[src/rtl/sar_search_pkg.sv]
// rtl/sar_search_pkg.sv - shared state encoding and midpoint helper for sar_search
//
// Contents:
//   state_t   : controller states IDLE / SEARCH / DONE
//   midpoint  : (a + b) >> 1 evaluated with one extra carry bit so the sum never wraps
package sar_search_pkg;

  typedef enum logic [1:0] {
    ST_IDLE   = 2'd0,
    ST_SEARCH = 2'd1,
    ST_DONE   = 2'd2
  } state_t;

  localparam int unsigned DEFAULT_DATA_WIDTH = 8;
  localparam int unsigned MID_MAX_WIDTH      = 32;

  // Operands are zero-extended into a 33-bit adder; for any width up to 32 this
  // equals a DATA_WIDTH+1-bit sum shifted right by one.
  function automatic logic [MID_MAX_WIDTH-1:0] midpoint(
    input logic [MID_MAX_WIDTH-1:0] a,
    input logic [MID_MAX_WIDTH-1:0] b
  );
    logic [MID_MAX_WIDTH:0] sum;
    sum = {1'b0, a} + {1'b0, b};
    return sum[MID_MAX_WIDTH:1];
  endfunction

endpackage

[src/rtl/sar_search.sv]
// rtl/sar_search.sv - binary-search controller driving an external magnitude comparator
//
// Ports:
//   clk, reset_n              : clock, asynchronous active-low reset
//   start, lo_bound, hi_bound : search request and inclusive bounds (sampled in IDLE)
//   probe, probe_valid        : registered probe to comparator input a, valid in SEARCH
//   cmp_equal/lower/greater   : comparator flags for probe vs key
//   busy                      : any state other than IDLE
//   done                      : one-cycle completion pulse
//   found, error, result      : outcome, held until the next accepted start
module sar_search
  import sar_search_pkg::*;
#(
  parameter int unsigned DATA_WIDTH = DEFAULT_DATA_WIDTH
) (
  input  logic                  clk,
  input  logic                  reset_n,
  input  logic                  start,
  input  logic [DATA_WIDTH-1:0] lo_bound,
  input  logic [DATA_WIDTH-1:0] hi_bound,
  output logic [DATA_WIDTH-1:0] probe,
  output logic                  probe_valid,
  input  logic                  cmp_equal,
  input  logic                  cmp_lower,
  input  logic                  cmp_greater,
  output logic                  busy,
  output logic                  done,
  output logic                  found,
  output logic                  error,
  output logic [DATA_WIDTH-1:0] result
);

  localparam logic [DATA_WIDTH-1:0] ONE = DATA_WIDTH'(1);

  state_t                state_q, state_nxt;
  logic [DATA_WIDTH-1:0] lo_q, lo_nxt;
  logic [DATA_WIDTH-1:0] hi_q, hi_nxt;
  logic [DATA_WIDTH-1:0] probe_q, probe_nxt;
  logic [DATA_WIDTH-1:0] result_q, result_nxt;
  logic                  found_q, found_nxt;
  logic                  error_q, error_nxt;

  logic [DATA_WIDTH-1:0] probe_inc;
  logic [DATA_WIDTH-1:0] probe_dec;
  logic [2:0]            flags;

  function automatic logic [DATA_WIDTH-1:0] mid(
    input logic [DATA_WIDTH-1:0] a,
    input logic [DATA_WIDTH-1:0] b
  );
    logic [MID_MAX_WIDTH-1:0] m;
    m = midpoint(MID_MAX_WIDTH'(a), MID_MAX_WIDTH'(b));
    return m[DATA_WIDTH-1:0];
  endfunction

  // Only used on paths where probe < hi (inc) or probe > lo (dec), so neither wraps.
  assign probe_inc = probe_q + ONE;
  assign probe_dec = probe_q - ONE;
  assign flags     = {cmp_equal, cmp_lower, cmp_greater};

  always_ff @(posedge clk or negedge reset_n) begin
    if (!reset_n) begin
      state_q  <= ST_IDLE;
      lo_q     <= '0;
      hi_q     <= '0;
      probe_q  <= '0;
      result_q <= '0;
      found_q  <= 1'b0;
      error_q  <= 1'b0;
    end else begin
      state_q  <= state_nxt;
      lo_q     <= lo_nxt;
      hi_q     <= hi_nxt;
      probe_q  <= probe_nxt;
      result_q <= result_nxt;
      found_q  <= found_nxt;
      error_q  <= error_nxt;
    end
  end

  always_comb begin
    state_nxt  = state_q;
    lo_nxt     = lo_q;
    hi_nxt     = hi_q;
    probe_nxt  = probe_q;
    result_nxt = result_q;
    found_nxt  = found_q;
    error_nxt  = error_q;

    case (state_q)
      ST_IDLE: begin
        if (start) begin
          found_nxt = 1'b0;
          error_nxt = 1'b0;
          if (lo_bound <= hi_bound) begin
            lo_nxt    = lo_bound;
            hi_nxt    = hi_bound;
            probe_nxt = mid(lo_bound, hi_bound);
            state_nxt = ST_SEARCH;
          end else begin
            // Empty range: report not-found without ever presenting a probe.
            result_nxt = lo_bound;
            state_nxt  = ST_DONE;
          end
        end
      end

      ST_SEARCH: begin
        case (flags)
          3'b100: begin
            found_nxt  = 1'b1;
            result_nxt = probe_q;
            state_nxt  = ST_DONE;
          end
          3'b010: begin
            if (probe_q == hi_q) begin
              result_nxt = probe_q;
              state_nxt  = ST_DONE;
            end else begin
              lo_nxt    = probe_inc;
              probe_nxt = mid(probe_inc, hi_q);
            end
          end
          3'b001: begin
            if (probe_q == lo_q) begin
              result_nxt = probe_q;
              state_nxt  = ST_DONE;
            end else begin
              hi_nxt    = probe_dec;
              probe_nxt = mid(lo_q, probe_dec);
            end
          end
          default: begin
            // Comparator flags are not one-hot: abandon the search.
            error_nxt  = 1'b1;
            result_nxt = probe_q;
            state_nxt  = ST_DONE;
          end
        endcase
      end

      ST_DONE: begin
        state_nxt = ST_IDLE;
      end

      default: begin
        state_nxt = ST_IDLE;
      end
    endcase
  end

  assign probe       = probe_q;
  assign probe_valid = (state_q == ST_SEARCH);
  assign busy        = (state_q != ST_IDLE);
  assign done        = (state_q == ST_DONE);
  assign found       = found_q;
  assign error       = error_q;
  assign result      = result_q;

endmodule

[config.mk]
export PLATFORM = sky130hd
export DESIGN_NAME = sar_search
export DESIGN_NICKNAME = d
export VERILOG_FILES = /design/src/rtl/sar_search_pkg.sv /design/src/rtl/sar_search.sv
export SDC_FILE = /design/constraint.sdc
export NUM_CORES = 1
export LEC_CHECK = 0
export CORE_UTILIZATION = 30
export DETAILED_ROUTE_END_ITERATION = 8
export PLACE_DENSITY_LB_ADDON = 0.08
export SETUP_SLACK_MARGIN = 0.05
export SYNTH_ARGS = -nofsm -noshare
export SYNTH_HDL_FRONTEND = slang
export SYNTH_SLANG_ARGS = --single-unit
[constraint.sdc]
create_clock -name clk -period 3.21 [get_ports clk]
set_input_delay 0.4815 -clock clk [delete_from_list [all_inputs] [get_ports clk]]
set_output_delay 0.4815 -clock clk [all_outputs]
set_load 0.05 [all_outputs]
After elaboration in Yosys (flattened, before gate mapping) --
Cells that the tools add are included.
Storage, ports and cells: flip-flop bits (word level) 36, input bits 22, word-level logic and storage cells 78
Cells by class: add/subtract/negate cells 5, magnitude comparators 1, eq/ne operators 21, mux-type cells 33, reduce and logical (&&, ||, !) cells 11
Operator list (count):
- two-way mux 8 bit | 16
- case mux 8 bit (2 select lines) | 6
- adder 8 x 8 -> 9 bit | 3
- equality test 8 bit | 2
- AND reduction 5 bit | 3
- inequality test 2 bit, second input constant | 6
- inequality test 3 bit, second input constant | 4
- AND reduction 3 bit | 3
- adder 8 x 1 -> 8 bit, second input constant | 1
- less-or-equal comparator 8 bit | 1
- two-way mux 2 bit | 4
- case mux 2 bit (2 select lines) | 2
- subtractor 8 x 1 -> 8 bit, second input constant | 1
- inequality test 2 x 1 -> 1 bit, second input constant | 3
- AND reduction 6 bit | 1
- case mux 1 bit (2 select lines) | 2
- nonzero test 2 bit | 2
- equality test 3 x 1 -> 1 bit, second input constant | 1
- equality test 3 x 2 -> 1 bit, second input constant | 1
- equality test 3 bit, second input constant | 1
- two-way mux 1 bit | 3
- inequality test 3 x 1 -> 1 bit, second input constant | 1
- OR reduction 3 bit | 1
- equality test 2 x 1 -> 1 bit, second input constant | 1
- other kinds (2) | 2

Longest topological paths before layout --
Gate-level depths: netlist of run 1.
word-level depth 5, depth in mapped cells 12

Worst setup path after synthesis of run 1 --
No wires, ideal clock.
kind reg2reg, start point register probe_q[0] (netlist: probe[0]), end point register probe_q[6] (netlist: probe[6]), arrival time 2.788 ns, required time 3.085 ns, path slack 0.297 ns, cell stages (with the launch flop) 11, buffers on the path 0, period minus slack after synthesis 2.913 ns, cell sequence dfrtp_1 inv_1 ha_1 inv_1 ha_1 a211oi_1 o31ai_1 o31ai_1 mux2i_1 nor3_1 mux2_2
On the way: cells in the longest elaborated chain, start to end 5, elaborated cells between the ends (all ways) 13, those cells by class add/sub (4); eq/ne (4); mux (4); reduce/logical (1)
RTL lines:
- start, declared | line sar_search.sv:38 | logic [DATA_WIDTH-1:0] probe_q, probe_nxt;
- start signal, assigned | line sar_search.sv:74 | probe_q <= probe_nxt;
- subtractor 8 x 1 -> 8 bit or adder 8 x 1 -> 8 bit (tied branches) | line sar_search.sv:58, sar_search.sv:57
- adder 8 x 8 -> 9 bit | line sar_search_pkg.sv:24 | sum = {1'b0, a} + {1'b0, b};
- two-way mux 8 bit, on equally long branches | line sar_search.sv:125, sar_search.sv:116
- case mux 8 bit (2 select lines) | line sar_search.sv:109 | case (flags)
- case mux 8 bit (2 select lines) | line sar_search.sv:90 | case (state_q)
Parallel ways exist; a longest one is shown, timed or not. The select of a mux whose other input is x is not followed. A chain may end at the register's enable or synchronous reset.

Worst setup path in the final report of run 1 --
start point register probe_q[1] (netlist: probe[1]), end point register probe_q[7] (netlist: probe[7])
Same word-level chain as after synthesis.

==> summary.txt, run 1 <==
Outcome
  – Status: completed

STA
  – Fin Setup TNS: 0 ps
  – Slew @ Worst Pin: approximately 900 ps
  – Fmax: around 350 MHz
  – RSZ-0062 raised after global routing: no
  – Fin crit period: about 2900 ps
  – Worst Skew: 6.459 ps
  – Hold Violations, Final: 0
  – Max_slew headroom: 0.4051
  – Setup-failing EPs final: 0
  – Slew Viols, Final: 0
  – Tcrit/Tclk final: 0.8902

Critical path
  – Crit start category: flop
  – Levels on crit path: 10
  – Buffers & Inverters on Critical Path: 1
  – R2R depth: 10
  – Critical Path Max Stage Delay: 420 ps
  – Critical path peak fanout: 5
  – Reg-to-reg endpoint: probe[7]$_DFFE_PN0P_
  – Cell Chain, Critical Path: buf_4 -> ha_1 -> xor2_1 -> ha_1 -> nor2b_1 -> o31a_1 -> o311ai_0 -> a21o_1 -> o211ai_1 -> mux2_2
  – Reg2reg setup slack: around 350 ps
  – Crit. End Element: flop
  – CP max stage cell: dfrtp_1
  – R2r startpoint: probe[1]$_DFFE_PN0P_
  – Cell mode on critical path: ha_1
  – Worst Path Required: approximately 3400 ps
  – Critical Path AT: 3030 ps
  – Crit path max-delay family: compound AO/OA/AOI/OAI gates
  – CP Class: flop to flop

GRT
  – Largest net degree at the start of global routing: 37
  – Remaining Overflow, GRT: 0
  – First-pass GRT wire length: about 16000 um
  – Initial antenna violation count: 0
  – GR Util All Layers: 0.1880
  – Vias in the first global route: around 3k

Final layout
  – Most frequent cells in the layout: nand2_1 (41), clkdlybuf4s50_1 (40), ha_1 (36), dfrtp_1 (36), inv_1 (34)
  – Layout cell share with drive strength beyond 1: 0.1416
  – Commonest non-fill, non-tap cell in the layout: nand2_1
  – Final instance area: between 0.004 and 0.005 mm2
  – Final nets: 513
  – P&R area growth vs syn: 24.51%
  – Final antenna diode count: 0

Clock network
  – Clock root buffer: clkbuf_16
  – Clk Latency, worst-skew pair: approximately 280 ps
  – CTS tree: done
  – Clk buf depth: 2
  – Cts bufs inserted: 5
  – PostCTS Resize Cnt: 0
  – Clock-pin slew on the worst setup and hold paths: approximately 60 ps
  – H-tree levels: 2
  – Cts hold-fix bufs: 0
  – Clock Sinks: 36
  – Postcts setup bufs: 0

Placement
  – Placer Congestion: about 0.83
  – Dpl hpwl: ~8400 um
  – Placed Instance Area: about 0.0042 mm2
  – I/O Buffers: 42

Routing
  – Vias per cell: ~5
  – Avg WL per Cell: around 18 um
  – Post-route DRC: 0
  – First-pass iteration count of the detailed router: 4
  – Highest metal used: met4
  – Routed wl met3: ~340 um
  – Initial drt markers: 155
  – Met2 wire len: 4824 um
  – Post-route ant nets: 0
  – Via total after detailed routing: approximately 3.0k
  – Met1 wire length: about 5400 um
  – Final WL: between 10000 and 15000 um

Pwr
  – Comb power frac: 0.721
  – Static Leak: between 1.5 and 2 nW
  – Clock Power Share: 0.089
  – P_int: 0.002650 W
  – Worst IR drop on VDD: approximately 0.5 mV
  – Sw frac: 0.5054
  – Flop pwr share: 0.190
  – Net switching power: ~0.0027 W
  – Pwr dens: roughly 1200 mW/mm2

Logic synthesis
  – Synthesized Nets: 458
  – Post-synthesis register bit count: 36
  – Mapped Area: between 0.003 and 0.004 mm2
  – Synth Flop Type: dfrtp_1
  – Number of flops mapped to enable cells by yosys: 0
  – Count of cell types in the netlist: between 50 and 60
  – Yosys warnings: 0
  – Syn_area_per_cell: 8.821 um2
  – Async set-or-reset flop fraction in the synthesized netlist: 1.000
  – Cells after synthesis: 397
  – Seq/Total Area, Yosys: 0.2572

Hold path
  – Worst Hold Class: input pin to asynchronous set/reset pin

Floorplanning
  – Core Area: ~0.011 mm2
  – Chip height: 110.0 um
  – Chip Width: around 110 um
  – Standard-cell row count: 39
  – Die ar.: 0.01211 mm2
  – # IOs: 43
  – Initial Util: 0.3067

Flow run
  – Max-Cap Viols: 0
-- how the worst max path moves through the flow --
stage,start,end,slack (ps)
floorplan,probe[0]$_DFFE_PN0P_,probe[6]$_DFFE_PN0P_,300
global placement,hi_bound[1],hi_q[3]$_DFFE_PN0P_,70
detailed placement,hi_bound[1],hi_q[4]$_DFFE_PN0P_,20
CTS,probe[1]$_DFFE_PN0P_,probe[7]$_DFFE_PN0P_,320
global route,probe[2]$_DFFE_PN0P_,probe[6]$_DFFE_PN0P_,150
finish,probe[1]$_DFFE_PN0P_,probe[7]$_DFFE_PN0P_,350
-- through the flow --
stage	util	hold WS (ps)	power, W	instances	setup WS [ps]
2_1_floorplan	-	185.9	0.003696	397	296.9
3_3_place_gp	0.3702	484.8	0.004884	588	65.97
3_5_place_dp	0.3702	488.3	0.004902	588	16.34
4_1_cts	0.3819	372.2	0.005409	595	319.7
5_1_grt	0.3819	401.7	0.005814	595	151.2
6_report	0.3819	324.4	0.005359	595	352.6
-- power by group through the flow --
stage | Clock (W) | Sequential, W | Combinational (W)
after floorplan | 0 | 0.00126 | 0.00244
final | 0.000474 | 0.00102 | 0.00386
after CTS | 0.000492 | 0.00102 | 0.00389
after global routing | 0.000503 | 0.00106 | 0.00425
after detailed placement | 0 | 0.00102 | 0.00388
after global placement | 0 | 0.00102 | 0.00386
-- cell usage after synthesis (15+ instances only) --
master / n / share of area
o21ai_0: 15 / 0.021
mux2_2: 18 / 0.058
ha_1: 36 / 0.13
nand2_1: 41 / 0.044
mux2i_1: 19 / 0.054
dfrtp_1: 36 / 0.26
xnor2_1: 22 / 0.055
inv_1: 34 / 0.036
nor2_1: 27 / 0.029
a21oi_1: 19 / 0.027
xor2_1: 15 / 0.038
-- registers in the layout, indices dropped and copies added, names as in the netlist --
register,cells
probe,8
found,1
result,8
lo_q,8
hi_q,8
error,1
state_q,2
-- area by class of cell --
class                      count  area, um2
sequential                    36      900.9
inverter                      35      131.4
fill                        1187       7058
clock inverter                 1      5.005
multi-input combinational    309       2392
timing repair buffer          65      623.1
clock buffer                   6      128.9
tap                          143      178.9
-- layer usage --
metal,up-vias,global-route usage
met5,-,0
met2,54,0.2987
li1,1482,-
met1,1426,0.2750
met4,0,0.03714
met3,5,0.01940
-- cell families (layout without fill, tap and decap cells) --
group | after synthesis | count (layout) | share of synthesized area
xor gates and xnor gates | 37 | 37 | 0.09253
buffers and inverters | 52 | 107 | 0.05966
DFF | 36 | 36 | 0.2572
muxes | 38 | 38 | 0.1165
and+or+nand+nor | 121 | 121 | 0.1786
AOI/OAI and AO/OA | 74 | 74 | 0.1497
adders and majority gates | 39 | 39 | 0.1458
Note: power is estimated with default switching activity, not from simulation.
==> run 2: changes to the inputs <==
--- a/config.mk
+++ b/config.mk
@@ -5,10 +5,11 @@
 export SDC_FILE = /design/constraint.sdc
 export NUM_CORES = 1
 export LEC_CHECK = 0
-export CORE_UTILIZATION = 30
+export CORE_UTILIZATION = 50
 export DETAILED_ROUTE_END_ITERATION = 8
 export PLACE_DENSITY_LB_ADDON = 0.08
 export SETUP_SLACK_MARGIN = 0.05
+export SLEW_MARGIN = 40
 export SYNTH_ARGS = -nofsm -noshare
 export SYNTH_HDL_FRONTEND = slang
 export SYNTH_SLANG_ARGS = --single-unit
==> summary.txt, run 2 (same netlist as run 1, synthesis figures left out) <==
Outcome
  – Status: completed

Critical path
  – Cell Chain, Critical Path: inv_1 -> ha_1 -> inv_1 -> ha_1 -> a211oi_1 -> o31ai_1 -> o31ai_1 -> mux2i_1 -> nor3_1 -> mux2_2
  – CP Class: flop to flop
  – Critical path peak fanout: 8
  – Buffers & Inverters on Critical Path: 2
  – Crit start category: flop
  – Critical Path Max Stage Delay: 560 ps
  – Critical Path AT: 3210 ps
  – Crit path max-delay family: compound AO/OA/AOI/OAI gates
  – Crit. End Element: flop
  – Worst Path Required: about 3400 ps
  – CP max stage cell: dfrtp_1

Clock network
  – Clock Sinks: 36
  – Cts hold-fix bufs: 0
  – Clock root buffer: clkbuf_8
  – H-tree levels: 2
  – Cts bufs inserted: 5
  – CTS tree: done
  – Postcts setup bufs: 0
  – Clock-pin slew on the worst setup and hold paths: around 80 ps
  – PostCTS Resize Cnt: 0
  – Clk buf depth: 2
  – Clk Latency, worst-skew pair: around 300 ps

GRT
  – Initial antenna violation count: 0
  – Largest net degree at the start of global routing: 37
  – Remaining Overflow, GRT: 0
  – GR Util All Layers: 0.2815
  – Vias in the first global route: 3041
  – First-pass GRT wire length: between 15000 and 20000 um

Placement
  – Dpl hpwl: roughly 7400 um
  – Placed Instance Area: between 0.004 and 0.005 mm2
  – Placer Congestion: 0.9183
  – I/O Buffers: 42
  – Setup WS pre-CTS: -18.09 ps

Routing
  – Initial drt markers: between 200 and 300
  – Final WL: 9622 um
  – Avg WL per Cell: 17.43 um
  – Via total after detailed routing: 2997
  – Post-route ant nets: 0
  – First-pass iteration count of the detailed router: 4
  – Post-route DRC: 0
  – Vias per cell: 5.429

Flow run
  – Max-Cap Viols: 0

Final layout
  – Layout cell share with drive strength beyond 1: 0.1491
  – Commonest non-fill, non-tap cell in the layout: nand2_1
  – P&R area growth vs syn: 22.04%
  – Final antenna diode count: 0
  – Reg area: about 900 um2
  – Area occupied by multi-input gates: about 0.0024 mm2
  – Filler cells: between 600 and 700
  – Most frequent cells in the layout: nand2_1 (41), clkdlybuf4s50_1 (40), ha_1 (36), dfrtp_1 (36), inv_1 (34)
  – Final nets: 516
  – Final instance area: about 0.0043 mm2

STA
  – Slew @ Worst Pin: ~520 ps
  – Worst Skew: 5.753 ps
  – Max_slew headroom: 0.6516
  – Final setup margin: between 150 and 200 ps
  – Setup-failing EPs final: 0
  – Hold Violations, Final: 0
  – Tcrit/Tclk final: 0.9416
  – RSZ-0062 raised after global routing: no
  – Slew Viols, Final: 0
  – Fin crit period: between 3000 and 4000 ps
  – Fmax: ~330 MHz

Hold path
  – Worst Hold Class: input pin to asynchronous set/reset pin

Pwr
  – Static Leak: about 1.9 nW
  – Worst IR drop on VDD: ~0.65 mV
  – Pwr dens: about 1200 mW/mm2
  – Final total power: approximately 0.0052 W

Floorplanning
  – Core Area: approximately 0.0068 mm2
  – Initial Util: 0.5155
  – Standard-cell row count: 30
  – Chip Width: 85.69 um
  – Chip height: roughly 86 um
  – Die ar.: around 0.0073 mm2
  – # IOs: between 40 and 50
## run 2: through the flow
step	setup TNS [ps]	hold WS (ps)	std cells	util
2_1_floorplan	0	185.9	397	-
5_1_grt	0	180.3	552	0.6291
3_5_place_dp	-105.7	477.0	544	0.6153
3_3_place_gp	0	481.8	544	0.6149
6_report	0	132.2	552	0.6291
4_1_cts	0	161.5	552	0.6291
## run 2: final timing paths
check / start / end / slack [ps] / cells after the start
setup reg to reg: probe[1]$_DFFE_PN0P_ / probe[6]$_DFFE_PN0P_ / 190 / 10
hold / removal: reset_n / error$_DFFE_PN0P_ / 130 / 1
hold reg to reg: result[7]$_DFFE_PN0P_ / result[7]$_DFFE_PN0P_ / 510 / 1
max in group asynchronous: reset_n / probe[1]$_DFFE_PN0P_ / 2720 / 1
setup / recovery: probe[1]$_DFFE_PN0P_ / probe[6]$_DFFE_PN0P_ / 190 / 10
min in group clk: result[7]$_DFFE_PN0P_ / result[7]$_DFFE_PN0P_ / 510 / 1
## run 2: area by class of cell
| class | instances | share of cell area |
|---|---|---|
| inverter | 35 | 0.03074 |
| timing repair buffer | 68 | 0.1487 |
| clock inverter | 1 | 0.001756 |
| tap | 96 | 0.02810 |
| clock buffer | 7 | 0.02020 |
| multi-input combinational | 309 | 0.5597 |
| sequential | 36 | 0.2108 |
## run 2: where the power goes
group          switching (W)  internal, W  leakage [nW]  total, W
Sequential          0.000334     0.000689         0.429   0.00102
Clock               0.000181     0.000175        0.0445  0.000356
Combinational        0.00218      0.00164          1.47   0.00382
Total                0.00269      0.00250          1.94   0.00520
## run 2: routing by layer
metal,vias to the layer above,global-route usage,share of wire
met5,-,0,0
met4,0,0.08788,0.022
met3,18,0.02984,0.065
met2,100,0.4451,0.43
met1,1387,0.4051,0.48
li1,1492,-,-
==> run 3: changes to the inputs <==
--- a/config.mk
+++ b/config.mk
@@ -5,11 +5,13 @@
 export SDC_FILE = /design/constraint.sdc
 export NUM_CORES = 1
 export LEC_CHECK = 0
-export CORE_UTILIZATION = 50
+export CELL_PAD_IN_SITES_DETAIL_PLACEMENT = 1
+export CELL_PAD_IN_SITES_GLOBAL_PLACEMENT = 1
+export CORE_UTILIZATION = 43
 export DETAILED_ROUTE_END_ITERATION = 8
 export PLACE_DENSITY_LB_ADDON = 0.08
 export SETUP_SLACK_MARGIN = 0.05
-export SLEW_MARGIN = 40
+export SLEW_MARGIN = 20
 export SYNTH_ARGS = -nofsm -noshare
 export SYNTH_HDL_FRONTEND = slang
 export SYNTH_SLANG_ARGS = --single-unit
==> summary.txt, run 3 (same netlist as run 1, synthesis figures left out) <==
Routing
  – Vias per cell: about 5.5
  – Avg WL per Cell: between 15 and 20 um
  – Post-route ant nets: 0
  – Via total after detailed routing: a little over 3k
  – Final WL: between 10000 and 15000 um
  – First-pass iteration count of the detailed router: 4
  – Post-route DRC: 0
  – Initial drt markers: roughly 150

STA
  – Max_slew headroom: 0.4374
  – Slew Viols, Final: 0
  – Hold Violations, Final: 0
  – Worst Skew: roughly 11 ps
  – Fmax: roughly 330 MHz
  – Fin crit period: 3012 ps
  – Setup-failing EPs final: 0
  – RSZ-0062 raised after global routing: no
  – Final setup margin: between 150 and 200 ps
  – Slew @ Worst Pin: between 800 and 900 ps
  – Hold WS: roughly 280 ps
  – Tcrit/Tclk final: 0.9383

Outcome
  – Status: completed

Floorplanning
  – Standard-cell row count: 32
  – # IOs: 43
  – Initial Util: 0.4486
  – Die ar.: 0.008509 mm2
  – Chip Width: between 90 and 100 um
  – Chip height: just over 90 um
  – Core Area: a little under 0.008 mm2

Placement
  – I/O Buffers: 42
  – Inst Count DP: between 500 and 600
  – Placer Congestion: roughly 0.83
  – Placed Instance Area: about 0.0042 mm2
  – Setup WS pre-CTS: -126.6 ps
  – Dpl hpwl: around 8600 um

Pwr
  – Static Leak: ~2.0 nW
  – Worst IR drop on VDD: a little under 0.7 mV
  – Pwr dens: 1217 mW/mm2
  – Final total power: 0.005238 W

Final layout
  – Commonest non-fill, non-tap cell in the layout: nand2_1
  – Final nets: about 520
  – Final instance area: about 0.0043 mm2
  – P&R area growth vs syn: 22.94%
  – Most frequent cells in the layout: nand2_1 (41), clkdlybuf4s50_1 (40), ha_1 (36), dfrtp_1 (36), inv_1 (34)
  – Final non-filler cell total: 560
  – Filler cells: ~940
  – Layout cell share with drive strength beyond 1: 0.1550
  – Final antenna diode count: 0

Clock network
  – H-tree levels: 2
  – Clock root buffer: clkbuf_8
  – Clk buf depth: 2
  – CTS tree: done
  – Clk Latency, worst-skew pair: about 300 ps
  – Postcts setup bufs: 0
  – Cts hold-fix bufs: 0
  – Cts bufs inserted: 5
  – PostCTS Resize Cnt: 0
  – Clock Sinks: 36
  – Clock-pin slew on the worst setup and hold paths: 80 ps

Critical path
  – Critical Path AT: between 3000 and 4000 ps
  – Critical path peak fanout: 9
  – Crit. End Element: flop
  – Worst Path Required: 3390 ps
  – Crit start category: input pin
  – CP Class: input pin to flop

GRT
  – First-pass GRT wire length: 17330 um
  – GR Util All Layers: 0.2678
  – Vias in the first global route: between 3k and 4k
  – Remaining Overflow, GRT: 0
  – Initial antenna violation count: 0
  – Largest net degree at the start of global routing: 37

Hold path
  – Worst Hold Class: input pin to asynchronous set/reset pin

Flow run
  – Max-Cap Viols: 0
## run 3: cell count changes in the layout (fill, tap and decap cells not counted)
cell        delta
buf_12         +1
clkinv_2       +2
clkinvlp_4     -1
clkbuf_1       -1
buf_2          +1
## run 3: layout make-up
| class | instances | area, um2 | area share |
|---|---|---|---|
| multi-input combinational | 309 | 2392 | 0.5557 |
| sequential | 36 | 900.9 | 0.2092 |
| timing repair buffer | 70 | 660.6 | 0.1534 |
| inverter | 35 | 131.4 | 0.03051 |
| tap | 102 | 127.6 | 0.02964 |
| clock buffer | 6 | 82.58 | 0.01918 |
| clock inverter | 2 | 10.01 | 0.002325 |
## run 3: worst max-delay path, stage by stage
cell and delay (ps):
clkdlybuf4s50_1 480, inv_1 60, ha_1 330, inv_2 70, o31ai_4 290, nand2b_1 140
nor4b_4 520, o221a_2 340, buf_12 130, mux2_2 330
## run 3: final timing paths
kind | startpoint | endpoint | slack (ps) | cells past startpoint
worst max-delay path | hi_bound[7] | result[0]$_DFFE_PN0P_ | 200 | 10
worst min-delay path | reset_n | lo_q[0]$_DFFE_PN0P_ | 280 | 1
worst max register to register | probe[0]$_DFFE_PN0P_ | probe[6]$_DFFE_PN0P_ | 260 | 10
worst min register to register | result[1]$_DFFE_PN0P_ | result[1]$_DFFE_PN0P_ | 510 | 1
max in group asynchronous | reset_n | probe[6]$_DFFE_PN0P_ | 2390 | 1
min in group clk | result[1]$_DFFE_PN0P_ | result[1]$_DFFE_PN0P_ | 510 | 1
## run 3: metal layers
metal  vias up  GRT usage  routed length [um]
li1       1491          -                   -
met3        10    0.02239                 384
met5         -          0                   0
met4         0    0.07943                 197
met1      1506     0.3844                5206
met2        57     0.4266                4850
## run 3: metrics by stage
stage / setup TNS (ps) / utilization
floorplan: 0 / -
global placement: -51.83 / 0.5396
detailed placement: -1008 / 0.5396
CTS: 0 / 0.5514
global route: 0 / 0.5514
finish: 0 / 0.5514
## run 3: report_power, final
group / internal, W / switching (W)
Clock: 0.000171 / 0.000175
Sequential: 0.000690 / 0.000324
Combinational: 0.00166 / 0.00222
